<file path="src/rtl/cpu_sequencer.sv">
// rtl/cpu_sequencer.sv - multi-cycle CPU control sequencer with retire counter
module cpu_sequencer (
    input  logic        clk,
    input  logic        reset_n,
    input  logic        waitrequest,
    input  logic        data_read,
    input  logic        data_write,
    input  logic        write_enable,
    input  logic        halt_req,
    output logic        instr_read,
    output logic        mem_read,
    output logic        mem_write,
    output logic        ir_load,
    output logic        pc_enable,
    output logic        reg_write_en,
    output logic        active,
    output logic [2:0]  state,
    output logic [31:0] instr_count
);

    typedef enum logic [2:0] {
        S_IDLE  = 3'd0,
        S_FETCH = 3'd1,
        S_EXEC  = 3'd2,
        S_MEM   = 3'd3,
        S_WB    = 3'd4,
        S_HALT  = 3'd5
    } state_t;

    state_t      state_q;
    state_t      state_d;
    logic        rd_flag_q;
    logic        rd_flag_d;
    logic [31:0] count_q;

    always_ff @(posedge clk or negedge reset_n) begin
        if (!reset_n) begin
            state_q   <= S_IDLE;
            rd_flag_q <= 1'b0;
            count_q   <= 32'd0;
        end else begin
            state_q   <= state_d;
            rd_flag_q <= rd_flag_d;
            if (pc_enable) begin
                count_q <= count_q + 32'd1;
            end
        end
    end

    always_comb begin
        state_d      = state_q;
        rd_flag_d    = rd_flag_q;
        instr_read   = 1'b0;
        mem_read     = 1'b0;
        mem_write    = 1'b0;
        ir_load      = 1'b0;
        pc_enable    = 1'b0;
        reg_write_en = 1'b0;
        case (state_q)
            S_IDLE: state_d = S_FETCH;
            S_FETCH: begin
                instr_read = 1'b1;
                if (!waitrequest) begin
                    ir_load = 1'b1;
                    state_d = S_EXEC;
                end
            end
            S_EXEC: begin
                if (halt_req) begin
                    state_d = S_HALT;
                end else if (data_read || data_write) begin
                    // A simultaneous read and write is treated as a read
                    state_d   = S_MEM;
                    rd_flag_d = data_read;
                end else if (write_enable) begin
                    state_d = S_WB;
                end else begin
                    pc_enable = 1'b1;
                    state_d   = S_FETCH;
                end
            end
            S_MEM: begin
                // Request type comes from the flag so it cannot change mid-stall
                mem_read  = rd_flag_q;
                mem_write = !rd_flag_q;
                if (!waitrequest) begin
                    if (rd_flag_q) begin
                        state_d = S_WB;
                    end else begin
                        pc_enable = 1'b1;
                        state_d   = S_FETCH;
                    end
                end
            end
            S_WB: begin
                reg_write_en = 1'b1;
                pc_enable    = 1'b1;
                state_d      = S_FETCH;
            end
            S_HALT:  state_d = S_HALT;
            default: state_d = S_IDLE;
        endcase
    end

    assign active      = (state_q != S_IDLE) && (state_q != S_HALT);
    assign state       = state_q;
    assign instr_count = count_q;

endmodule

</file>
<file path="config.mk">
export PLATFORM = sky130hd
export DESIGN_NAME = cpu_sequencer
export DESIGN_NICKNAME = d
export VERILOG_FILES = /design/src/rtl/cpu_sequencer.sv
export SDC_FILE = /design/constraint.sdc
export NUM_CORES = 1
export LEC_CHECK = 0
export CAP_MARGIN = 20
export CORE_UTILIZATION = 56
export CTS_CLUSTER_DIAMETER = 150
export DETAILED_ROUTE_END_ITERATION = 12
export DONT_BUFFER_PORTS = 1
export PLACE_DENSITY_LB_ADDON = 0.3
export SLEW_MARGIN = 20
export SYNTH_ARGS = -nofsm -noshare
export SYNTH_HDL_FRONTEND = slang
export SYNTH_SLANG_ARGS = --single-unit
export TNS_END_PERCENT = 5
</file>
<file path="constraint.sdc">
create_clock -name clk -period 1.81 [get_ports clk]
set_input_delay 0.181 -clock clk [delete_from_list [all_inputs] [get_ports clk]]
set_output_delay 0.181 -clock clk [all_outputs]
set_load 0.05 [all_outputs]
</file>
; ---- Word-level counts from Yosys, hierarchy flattened
; Cells that the tools add are included.
[classes]
n_reduce_logical = 8
n_eq_ne = 8
n_bitwise = 1
muxes = 19
n_addsub = 1
[ops]
columns = op, count
row1 = "adder 32 x 1 -> 32 bit, second input constant", 1
row2 = 2-to-1 mux 3 bit, 6
row3 = one-hot mux 3 bit (5 select lines), 1
row4 = 2-to-1 mux 1 bit, 11
row5 = "equality test 3 x 2 -> 1 bit, second input constant", 2
row6 = "equality test 3 bit, second input constant", 2
row7 = "!= test 2 bit, second input constant", 2
row8 = "equality test 3 x 1 -> 1 bit, second input constant", 1
row9 = logical NOT 3 bit, 1
row10 = "!= test 3 bit, second input constant", 1
row11 = one-hot mux 1 bit (3 select lines), 1
row12 = AND reduction 3 bit, 1
row13 = nonzero test 3 bit, 1
row14 = AND reduction 2 bit, 1
row15 = OR reduction 2 bit, 1
row16 = logical AND 1 bit, 1
row17 = logical NOT 1 bit, 1
row18 = logical OR 1 bit, 1
row19 = inverter 1 bit, 1
[word_totals]
regBits = 36
out_inout_bits = 42
wordCells = 40
in_bits = 7

; ---- Longest topological paths before layout
; Gate-level depths: netlist of the first run.
[depth]
word_depth = 4
ltp_mapped = 7

; ---- Worst setup path after synthesis of the first run
; No wires, ideal clock.
[synth_path]
path_kind = register to register
startpoint = register state_q[0] (netlist: state[0])
endpoint = register count_q[15] (netlist: instr_count[15])
path_buffers = 2
arrival_ns = 2.296
setup_ns = 0.142
synth_period_minus_slack_ns = 2.439
stages_incl_launch_ff = 8
path_slack_ns = -0.629
path_cell_list = dfrtp_1 > buf_2 > and4bb_1 > a22oi_4 > nand2_2 > buf_6 > nand4_1 > xnor2_1
[synth_between]
elab_chain_len = 2
[synth_lines]
columns = element, line_no
row1 = from (decl), 30  ; state_t state_q;
row2 = from (signal assigned), 42  ; state_q <= state_d;
row3 = equality test 3 bit / equality test 3 x 2 -> 1 bit (equally long branches), 59  ; case (state_q)
row4 = one-hot mux 1 bit (3 select lines) *, 59
row5 = via pc_enable, 14  ; output logic pc_enable,
row6 = to (signal assigned), 45  ; count_q <= count_q + 32'd1;
row7 = to (decl), 34  ; logic [31:0] count_q;
; The timed path passes the listed nets; every way through them passes the cells marked *.
; A chain may end at the register's enable or synchronous reset.

; ---- Worst setup path after layout of the first run
[layout_path]
startpoint = register state_q[0] (netlist: state[0])
endpoint = output pc_enable
[layout_between]
elab_chain_len = 2
[layout_lines]
columns = element, line_no
row1 = equality test 3 bit / equality test 3 x 2 -> 1 bit (equally long branches), 59
row2 = one-hot mux 1 bit (3 select lines) *, 59
row3 = to (decl), 14
; Mark *: on every way between the ends. The rest lies on a longest branch, timed or not.

==> results of run 1 <==
-- repair_timing --
action / 4_1_cts / 5_1_grt
setup buffers: 3 / 2
endpoints found under the setup margin: 8 / 18
hold buffers: 4 / 0
pin swaps: 5 / 7
resized for setup: 5 / 4
hold endpoints to repair: 38 / 0
-- kinds of logic after synthesis --
group | count (synthesis) | share of synthesized area
xor+xnor | 32 | 0.157
buf+inv | 10 | 0.0287
mux | 1 | 0.00631
flops | 36 | 0.505
compound gates | 12 | 0.0680
simple gates | 69 | 0.228
fa+ha+maj | 1 | 0.00701
-- registers in the layout, indices dropped and copies added (netlist names) --
name / count
instr_count: 32
state: 3
rd_flag_q: 1
-- cell type report --
| type | instances | area share |
|---|---|---|
| Clock buffer | 6 | 0.0220 |
| Inverter | 3 | 0.00483 |
| Tap cell | 44 | 0.0236 |
| Sequential cell | 36 | 0.388 |
| Clock inverter | 2 | 0.00430 |
| Multi-Input combinational cell | 115 | 0.371 |
| Timing Repair Buffer | 52 | 0.186 |
-- cells in the mapped netlist (all sizes together) (2+ instances only) --
library cell  count
clkbuf            2
nor3              2
dfrtp            36
and3             10
xor2              2
xnor2            30
and2              3
nand2            15
inv               3
a211oi            2
buf               5
nor2b             2
and4              4
o22ai             2
nor2              3
nand3            13
nand4            11
a21oi             3
-- tightest hold or removal path: stages --
cell	delay (ns)
xnor2_1	0.04
nand2_1	0.06
a21oi_1	0.05
-- layout by cell type, fill, tap and decap left out, drive strengths merged --
cell type    instances
buf                 49
dfrtp               36
xnor2               30
nand2               15
nand3               13
nand4               11
and3                10
clkbuf               6
and4                 4
nor2                 3
inv                  3
and2                 3
dlygate4sd3          3
a21oi                3
a211oi               2
o22ai                2
xor2                 2
clkinv               2
nor2b                2
nor3                 2
nand2b               1
and4bb               1
nor4b                1
a22oi                1
or3                  1
a22o                 1
nand4b               1
mux2                 1
a31oi                1
o21ai                1
o22a                 1
nand3b               1
ha                   1
-- metal layers --
| layer | wire, µm | share of wire |
|---|---|---|
| met1 | 1680 | 0.41 |
| met2 | 2040 | 0.50 |
| met3 | 280 | 0.069 |
| met4 | 55 | 0.014 |
| met5 | 0 | 0 |
-- where the power goes --
part / leakage (nW) / switching (mW) / internal, mW / total [mW]
combinational: 0.573 / 0.861 / 0.420 / 1.28
clock: 0.0380 / 0.257 / 0.185 / 0.442
sequential: 0.480 / 0.106 / 0.892 / 0.998
-- worst max path at each step --
stage | to | slack, ns | cells after the start
finish | pc_enable | -0.02 | 4
global route | pc_enable | -0.09 | 4
CTS | instr_count[31]$_DFFE_PN0P_ | 0.003 | 6
detailed placement | instr_count[31]$_DFFE_PN0P_ | -0.006 | 5
global placement | instr_count[31]$_DFFE_PN0P_ | 0.06 | 5
floorplan | instr_count[30]$_DFFE_PN0P_ | -0.33 | 7
-- through the flow --
step / TNS [ns] / std cells
after floorplan: -7.98 / 161
after global placement: 0 / 241
after detailed placement: -0.0135 / 241
after CTS: 0 / 256
after global routing: -0.479 / 258
final: -0.0182 / 258
==> reports/results.ini, run 1 <==
[synthesis]
synth_area_leader_cell = dfrtp_1
synth_edf_count = 0
synthArstFlopShare = 1.00
yosysSeqAreaShare = 0.505
synth_cells = 161
syn_area_um2 = 1790
synth_nets = 169
synth_ff_type = dfrtp_1
synth_top_area_share = 0.505
ys_top_cells_by_area = dfrtp_1, xnor2_1, nand4_1, nand3_1, and3_1
avgSynthCellArea_um2 = 11.1
synth.distinct_cells = 36
ys_ff_latch = 36
ys_warn_count = 0

[sta]
min_period_ns = 1.83
slew_viol_final = 0
clock_skew_ns = 0.0105
finalSetupViolCount = 1
rsz0062_at_grt = yes
fin_crit_sh = 1.01
final.setup.worst_slack_ns = -0.0182
whs_ns = 0.0236
max_slew_margin = 0.654
hold_violations = 0
fmax_mhz = 547
worst_slew_pin_slew_ns = 0.520

[cells_and_area]
multi_input_area_um2 = 865
fillCellCount = 198
syn_to_final_growth_pct = 30.5
final_cell_area_um2 = 2330
seqCellArea_um2 = 903
fin_util = 0.769
n_antenna_cell = 0
drive_above_1_share = 0.327
layout.nets = 221

[grt]
grt.total_usage = 0.248
grt-busiest-layer = met2
grt_start_max_net_pins = 37
grt_pass1_wl_mm = 6.29
grt.overflow.total = 0
grt_pass1_vias = 1379
grtUsageMet3 = 0.0681
use_met2 = 0.386
antenna_found_initial = 0
met1_usage = 0.330

[detailed_routing]
avgViaCountPerCell = 5.64
vias = 1454
wl_per_cell_um = 15.7
wl_mm = 4.06
drtIter0Drc = 66
ant_nets = 0
first_pass_iters = 4
drc = 0

[floorplan]
coreArea_um2 = 3030
die_w_um = 58.5
io_pins = 49
die_y_um = 58.5
placementRows = 20
initial_core_util = 0.590
die-area_um2 = 3420

[hold_path]
hold_end = state[1]$_DFFE_PN0P_
min-delay-start = waitrequest
hold_path_depth = 3
hold_class = in -> reg

[clock_tree]
cts-buffers-inserted = 5
clk_path_buf_depth = 2
root_buffer = clkbuf_4
cts_tree = built
cts.sinks = 36
worstSkewPairLatency_ns = 0.34
cts_max_level = 2
clk_pin_slew_ns = 0.11

[setup_path]
worstSetupPathType = reg -> out
cp.arrival_ns = 1.65
critPathLaunchType = register
ff2ff_path_depth = 6
r2r_setup_slack_ns = 0.01
r2r_end = instr_count[31]$_DFFE_PN0P_
path_cells = nor4b_4, a22oi_4, nand2_4, buf_6
required_ns = 1.63
slowest_delay_ns = 0.48
reg2reg_from = state[0]$_DFFE_PN0P_
critPathBufInv = 1
worstPathMaxFanout = 16
startpoint = state[0]$_DFFE_PN0P_
cp-end-kind = output port
critical-path-top-delay-family = simple AND/OR/NAND/NOR gates
cp_slowest_cell = dfrtp_2

[power]
p_total_mw = 2.72
power.density_nw_per_um2 = 1170
p_leak_nw = 1.09
peakVddDrop_mv = 0.726

[status]
violations = setup timing
status = complete, but fails checks

[placement]
postPlaceCellArea_um2 = 2150
io_buffers = 0
place_ws_ns = -0.00564
hpwl_mm = 2.78
place_congestion = 0.787

[run]
max_cap_viol_count = 0

(Power assumes the default switching activity.)
==> inputs of run 2 (changes only) <==
--- a/config.mk
+++ b/config.mk
@@ -5,8 +5,10 @@
 export SDC_FILE = /design/constraint.sdc
 export NUM_CORES = 1
 export LEC_CHECK = 0
+export ABC_AREA = 1
 export CAP_MARGIN = 20
-export CORE_UTILIZATION = 56
+export CORE_MARGIN = 5
+export CORE_UTILIZATION = 57
 export CTS_CLUSTER_DIAMETER = 150
 export DETAILED_ROUTE_END_ITERATION = 12
 export DONT_BUFFER_PORTS = 1
==> run 2 against run 1 <==
Effect of this change: the flow now finishes without violations; clock power increased by 35%; die area grew 53%; sequential power about the same; synthesized cell count rose by 97%; via count up 54%.
==> reports/results.ini, run 2 <==
[synthesis]
synthArstFlopShare = 1.00  ; unchanged
synthAdderAreaFrac = 0.00565  ; was 0.00701
synth_top_area_share = 0.407  ; was 0.505
muxShareOfSynthArea = 0  ; was 0.00631
synth.most_common_cell = nand2_1  ; was dfrtp_1
synth_cells = 317  ; was 161
synth.distinct_cells = 26  ; was 36
synth-compound-area-share = 0.0260  ; was 0.0680
synth-simple-area-share = 0.425  ; was 0.228
synth_area_leader_cell = dfrtp_1  ; unchanged
ys_warn_count = 0  ; unchanged
synth_edf_count = 0  ; unchanged
syn_area_um2 = 2220  ; was 1790 µm²
ys_ff_latch = 36  ; unchanged
avgSynthCellArea_um2 = 6.99  ; was 11.1 µm²
synth_nets = 325  ; was 169
synth_xor_area_frac = 0.0587  ; was 0.157
synth_top_family_by_area = simple AND/OR/NAND/NOR gates  ; unchanged
synth_ff_type = dfrtp_1  ; unchanged
yosys-top-cells-count = nand2_1, nor2_1, inv_1  ; was dfrtp_1, xnor2_1, nand2_1
yosysSeqAreaShare = 0.407  ; was 0.505
ys_top_cells_by_area = dfrtp_1, nand2_1, nor2_1, inv_1, nand3_1  ; was dfrtp_1, xnor2_1, nand4_1, nand3_1, and3_1

[sta]
worst_slew_pin_slew_ns = 0.501  ; was 0.520 ns
rsz0062_at_grt = no  ; was yes
whs_ns = 0.0569  ; was 0.0236 ns
final.setup.worst_slack_ns = 0.108  ; was -0.0182 ns
fin_crit_sh = 0.940  ; was 1.01
hold_violations = 0  ; unchanged
fmax_mhz = 588  ; was 547 MHz
tns_ns = 0  ; was -0.0182 ns
max_slew_margin = 0.666  ; was 0.654
clock_skew_ns = 0.00554  ; was 0.0105 ns
slew_viol_final = 0  ; unchanged
min_period_ns = 1.70  ; was 1.83 ns
finalSetupViolCount = 0  ; was 1

[setup_path]
critical-path-top-delay-family = simple AND/OR/NAND/NOR gates  ; unchanged
path_cells = nor2_2, nand2_2, nand2_1, nand2_2, nand2_8, buf_6  ; was nor4b_4, a22oi_4, nand2_4, buf_6
slowest_delay_ns = 0.44  ; was 0.48 ns
cp_slowest_cell = dfrtp_2  ; unchanged
cpMostUsedCell = nand2_2
critPathBufInv = 1  ; unchanged
cp.arrival_ns = 1.52  ; was 1.65 ns
r2r_setup_slack_ns = 0.12  ; was 0.01 ns
required_ns = 1.63  ; about the same
worstSetupPathType = reg -> out  ; unchanged
ff2ff_path_depth = 8  ; was 6
worstPathMaxFanout = 5  ; was 16
reg2reg_from = state[0]$_DFFE_PN0P_  ; unchanged
critPathLaunchType = register  ; unchanged
r2r_end = instr_count[2]$_DFFE_PN0P_  ; was instr_count[31]$_DFFE_PN0P_
cp-end-kind = output port  ; unchanged

[detailed_routing]
drtIter0Drc = 224  ; was 66
wl_per_cell_um = 14.7  ; was 15.7 µm
first_pass_iters = 4  ; unchanged
drc = 0  ; unchanged
ant_nets = 0  ; unchanged
vias = 2239  ; was 1454
wl_mm = 6.11  ; was 4.06 mm
avgViaCountPerCell = 5.38  ; was 5.64

[power]
peakVddDrop_mv = 1.57  ; was 0.726 mV
p_leak_nw = 1.27  ; was 1.09 nW
power.density_nw_per_um2 = 1110  ; was 1170 nW/µm²

[floorplan]
die_y_um = 72.4  ; was 58.5 µm
initial_core_util = 0.596  ; was 0.590
io_pins = 49  ; unchanged
placementRows = 22  ; was 20
die_w_um = 72.4  ; was 58.5 µm
die-area_um2 = 5230  ; was 3420 µm²
coreArea_um2 = 3720  ; was 3030 µm²

[clock_tree]
root_buffer = clkbuf_8  ; was clkbuf_4
cts-buffers-inserted = 5  ; unchanged
cts_tree = built  ; unchanged
cts_max_level = 2  ; unchanged
worstSkewPairLatency_ns = 0.29  ; was 0.34 ns
clk_path_buf_depth = 2  ; unchanged
clk_pin_slew_ns = 0.07  ; was 0.11 ns
cts.sinks = 36  ; unchanged

[status]
status = completed  ; was complete, but fails checks

[cells_and_area]
syn_to_final_growth_pct = 23.7  ; was 30.5%
n_antenna_cell = 0  ; unchanged
largest_reg_flops = 32  ; unchanged
layout.nets = 375  ; was 221
layout_commonest_cell = nand2_1  ; was buf_4
drive_above_1_share = 0.209  ; was 0.327
most-common-layout-cells = nand2_1, nor2_1, buf_4, inv_1, dfrtp_1  ; was buf_4, dfrtp_1, xnor2_1, nand3_1, nand2_1

[hold_path]
hold_path_depth = 2  ; was 3
min-delay-start = data_read  ; was waitrequest
hold_class = in -> reg  ; unchanged
hold_end = rd_flag_q$_DFFE_PN0P_  ; was state[1]$_DFFE_PN0P_

[grt]
grt_start_max_net_pins = 37  ; unchanged
antenna_found_initial = 0  ; unchanged
grt.overflow.total = 0  ; unchanged
grt_pass1_wl_mm = 10.3  ; was 6.29 mm
grt_pass1_vias = 2244  ; was 1379
grt.total_usage = 0.251  ; was 0.248

[placement]
place_ws_ns = 0.122  ; was -0.00564 ns
place_congestion = 0.917  ; was 0.787
hpwl_mm = 4.40  ; was 2.78 mm
io_buffers = 0  ; unchanged

[run]
max_cap_viol_count = 0  ; unchanged

[run 2: changes by cell type in the layout (fill, tap and decap cells not counted), moves of 6 or more]
cell     previous run  this run
nand2_1            13       105
nor2_2              0         6
and3_1             10         0
nor2_1              3        51
inv_1               3        37
xnor2_1            30         7
nand3_1            13        22
[run 2: report_power, final]
group          total [mW]  switching (mW)  leakage (nW)  internal, mW
clock network       0.595           0.291        0.0510         0.304
registers            1.03           0.123         0.461         0.908
logic                1.42            1.03         0.763         0.383
[run 2: cell type report]
cell class                      instances  area (µm²)
Multi-Input combinational cell        241        1180
Fill cell                             315         976
Sequential cell                        36         903
Timing Repair Buffer                   45         357
Inverter                               38         143
Clock buffer                            6        82.6
Tap cell                               48        60.1
Clock inverter                          2        10.0
[run 2: stage by stage]
step	power [mW]	cell area (µm²)	utilization	cells
3_5_place_dp	2.35	2570	0.691	404
6_report	3.04	2740	0.737	416
4_1_cts	3.01	2720	0.732	416
2_1_floorplan	1.99	2220	-	317
5_1_grt	3.19	2740	0.737	416
3_3_place_gp	2.31	2570	0.691	404
[run 2: kinds of logic (layout without fill, tap and decap cells)]
kind of cell / count (synthesis) / after routing
AND/OR/NAND/NOR: 215 / 216
buffers and inverters: 41 / 91
flip-flops: 36 / 36
XOR/XNOR: 14 / 14
AO/OA/AOI/OAI: 10 / 10
adder cells (fa/ha/maj): 1 / 1
[run 2: worst max-delay path by stage]
stage,from,end,slack [ns],cells after the start
final,state[0]$_DFFE_PN0P_,pc_enable,0.11,6
after global routing,instr_count[0]$_DFFE_PN0P_,instr_count[18]$_DFFE_PN0P_,0.02,8
after CTS,state[0]$_DFFE_PN0P_,pc_enable,0.006,6
after detailed placement,state[0]$_DFFE_PN0P_,pc_enable,0.12,6
after global placement,state[2]$_DFFE_PN0P_,pc_enable,0.22,6
after floorplan,state[1]$_DFFE_PN0P_,state[2]$_DFFE_PN0P_,-0.24,6
[run 2: worst register-to-register path, delay by kind of cell, from the launching register on]
family                    cells  cell delay, ns
DFF                           1            0.44
buffers and inverters         1            0.24
and+or+nand+nor               6            0.75
xor gates and xnor gates      1            0.14
[run 2: what timing repair did]
action	CTS	global route
setup endpoints to repair	1	19
pin swaps	1	0
hold buffers	2	0
hold endpoints to repair	36	0
setup buffers	1	0
resized for setup	2	8
gates cloned	1	0
[run 2: layer usage]
layer	track usage	vias to the layer above	share of wire
li1	-	1091	-
met1	0.316	1039	0.41
met2	0.423	98	0.48
met3	0.0637	11	0.090
met4	0.0772	0	0.016
met5	0	-	0
==> inputs of run 3 (changes only) <==
--- a/config.mk
+++ b/config.mk
@@ -12,6 +12,7 @@
 export CTS_CLUSTER_DIAMETER = 150
 export DETAILED_ROUTE_END_ITERATION = 12
 export DONT_BUFFER_PORTS = 1
+export MAX_ROUTING_LAYER = met4
 export PLACE_DENSITY_LB_ADDON = 0.3
 export SLEW_MARGIN = 20
 export SYNTH_ARGS = -nofsm -noshare
==> run 3 against run 2 <==
Effect of this change: final cell count did not move; sequential share of layout area decreased by 0.36 points; cell area grew 0.82%; critical path depth unchanged; via count decreased by 0.76%; register-to-register slack improved by 0.03 ns; clock-buffer cell count grew 1; global-route usage down 0.27 points; fmax shrank 0.56%; die area stayed put; combinational power is essentially flat; power increased by 5.0%; largest power group unchanged.
==> reports/results.ini, run 3 (synthesized netlist as in run 2, its figures left out) <==
[grt]
grt.overflow.total = 0  ; unchanged
grt_pass1_wl_mm = 9.93  ; was 10.3 mm
grt.total_usage = 0.249  ; was 0.251
antenna_found_initial = 0  ; unchanged
grt_start_max_net_pins = 37  ; unchanged
grt_pass1_vias = 2080  ; was 2244

[status]
status = completed  ; unchanged

[detailed_routing]
drc = 0  ; unchanged
drtIter0Drc = 211  ; was 224
vias = 2222  ; was 2239
wl_per_cell_um = 14.3  ; was 14.7 µm
ant_nets = 0  ; unchanged
avgViaCountPerCell = 5.34  ; was 5.38
wl_mm = 5.97  ; was 6.11 mm
first_pass_iters = 4  ; unchanged

[floorplan]
die_y_um = 72.4  ; unchanged
die-area_um2 = 5230  ; unchanged
coreArea_um2 = 3720  ; unchanged
io_pins = 49  ; unchanged
initial_core_util = 0.596  ; unchanged
placementRows = 22  ; unchanged
die_w_um = 72.4  ; unchanged

[sta]
hold_violations = 0  ; unchanged
max_slew_margin = 0.671  ; was 0.666
min_period_ns = 1.71  ; was 1.70 ns
fin_crit_sh = 0.945  ; was 0.940
worst_slew_pin_slew_ns = 0.494  ; was 0.501 ns
rsz0062_at_grt = no  ; unchanged
clock_skew_ns = 0.00716  ; was 0.00554 ns
finalSetupViolCount = 0  ; unchanged
fmax_mhz = 584  ; was 588 MHz
slew_viol_final = 0  ; unchanged

[cells_and_area]
n_antenna_cell = 0  ; unchanged
largest_reg_flops = 32  ; unchanged
layout.nets = 375  ; unchanged
syn_to_final_growth_pct = 24.7  ; was 23.7%
layout_commonest_cell = nand2_1  ; unchanged
most-common-layout-cells = nand2_1, nor2_1, buf_4, inv_1, dfrtp_1  ; unchanged
final_cell_area_um2 = 2760  ; was 2740 µm²
drive_above_1_share = 0.201  ; was 0.209

[run]
max_cap_viol_count = 0  ; unchanged

[power]
p_total_mw = 3.20  ; was 3.04 mW
clock_power_share = 0.240  ; was 0.196
p_seq_frac = 0.321  ; was 0.339
peakVddDrop_mv = 1.43  ; was 1.57 mV
p_leak_nw = 1.29  ; was 1.27 nW
p_int_mw = 1.77  ; was 1.59 mW
power.density_nw_per_um2 = 1160  ; was 1110 nW/µm²
p_comb_frac = 0.439  ; was 0.466
switching_share = 0.447  ; was 0.476
p_switching_mw = 1.43  ; was 1.45 mW

[setup_path]
worstPathMaxFanout = 5  ; unchanged
cp-end-kind = output port  ; unchanged
r2r_end = instr_count[26]$_DFFE_PN0P_  ; was instr_count[2]$_DFFE_PN0P_
critPathLaunchType = register  ; unchanged
ff2ff_path_depth = 9  ; was 8
cp.arrival_ns = 1.53  ; was 1.52 ns
r2r_setup_slack_ns = 0.15  ; was 0.12 ns
worstSetupPathType = reg -> out  ; unchanged
required_ns = 1.63  ; about the same
reg2reg_from = state[2]$_DFFE_PN0P_  ; was state[0]$_DFFE_PN0P_

[clock_tree]
root_buffer = clkbuf_8  ; unchanged
clk_pin_slew_ns = 0.07  ; about the same
cts_max_level = 2  ; unchanged
cts-buffers-inserted = 5  ; unchanged
clk_path_buf_depth = 2  ; unchanged
cts.sinks = 36  ; unchanged
cts_tree = built  ; unchanged
worstSkewPairLatency_ns = 0.29  ; about the same

[placement]
postPlaceCellArea_um2 = 2570  ; unchanged
io_buffers = 0  ; unchanged
hpwl_mm = 4.31  ; was 4.40 mm
place_congestion = 0.927  ; was 0.917

[hold_path]
hold_path_depth = 2  ; unchanged
hold_end = rd_flag_q$_DFFE_PN0P_  ; unchanged
hold_class = in -> reg  ; unchanged
min-delay-start = data_read  ; unchanged

-- run 3: worst max path at each step --
| stage | slack, ns | from | to | depth (start not counted) |
|---|---|---|---|---|
| floorplan | -0.24 | state[1]$_DFFE_PN0P_ | state[2]$_DFFE_PN0P_ | 6 |
| global placement | 0.22 | state[2]$_DFFE_PN0P_ | pc_enable | 6 |
| detailed placement | 0.16 | state[0]$_DFFE_PN0P_ | pc_enable | 6 |
| CTS | 0.07 | state[0]$_DFFE_PN0P_ | pc_enable | 6 |
| global route | 0.02 | state[2]$_DFFE_PN0P_ | pc_enable | 6 |
| finish | 0.1 | state[2]$_DFFE_PN0P_ | pc_enable | 6 |
-- run 3: repair_timing --
item,in CTS,in global routing
hold buffers,2,0
cloned,1,0
endpoints found under the hold margin,36,0
pin swaps,1,0
resized for setup,2,3
setup buffers,1,0
endpoints found under the setup margin,1,2
-- run 3: stage by stage --
| step | util | hold slack, ns | instances | worst slack [ns] | setup TNS (ns) |
|---|---|---|---|---|---|
| floorplan | - | -0.115 | 317 | -0.243 | -0.614 |
| global placement | 0.691 | -0.114 | 404 | 0.219 | 0 |
| detailed placement | 0.691 | -0.114 | 404 | 0.157 | 0 |
| CTS | 0.741 | 0.0115 | 416 | 0.0688 | 0 |
| global route | 0.743 | 0.0268 | 416 | 0.0170 | 0 |
| finish | 0.743 | 0.0131 | 416 | 0.0987 | 0 |
-- run 3: power by group through the flow --
stage	Clock [mW]	Combinational [mW]	Sequential [mW]
CTS	0.776	1.38	1.01
global placement	0	1.29	1.02
floorplan	0	0.670	1.32
detailed placement	0	1.31	1.03
global route	0.815	1.49	1.04
finish	0.768	1.40	1.02
-- run 3: cell type report --
| class | instances | area [µm²] |
|---|---|---|
| timing repair buffer | 45 | 353 |
| clock inverter | 1 | 30.0 |
| clock buffer | 7 | 96.3 |
| inverter | 38 | 143 |
| tap | 48 | 60.1 |
| sequential | 36 | 901 |
| multi-input combinational | 241 | 1180 |
| fill | 306 | 953 |
-- run 3: worst max-delay path: stages, from the launching register on --
cell and delay, ns:
dfrtp_1 0.45, inv_1 0.15, nand3_2 0.13, nand2_1 0.10, nand2_2 0.12, nand2_8 0.10, buf_4 0.19
-- run 3: metal layers --
layer,routed length [µm],track usage,vias up
met4,102,0.0626,0
met3,473,0.0554,12
met2,2900,0.400,77
li1,-,-,1089
met5,0,-,-
met1,2490,0.318,1044
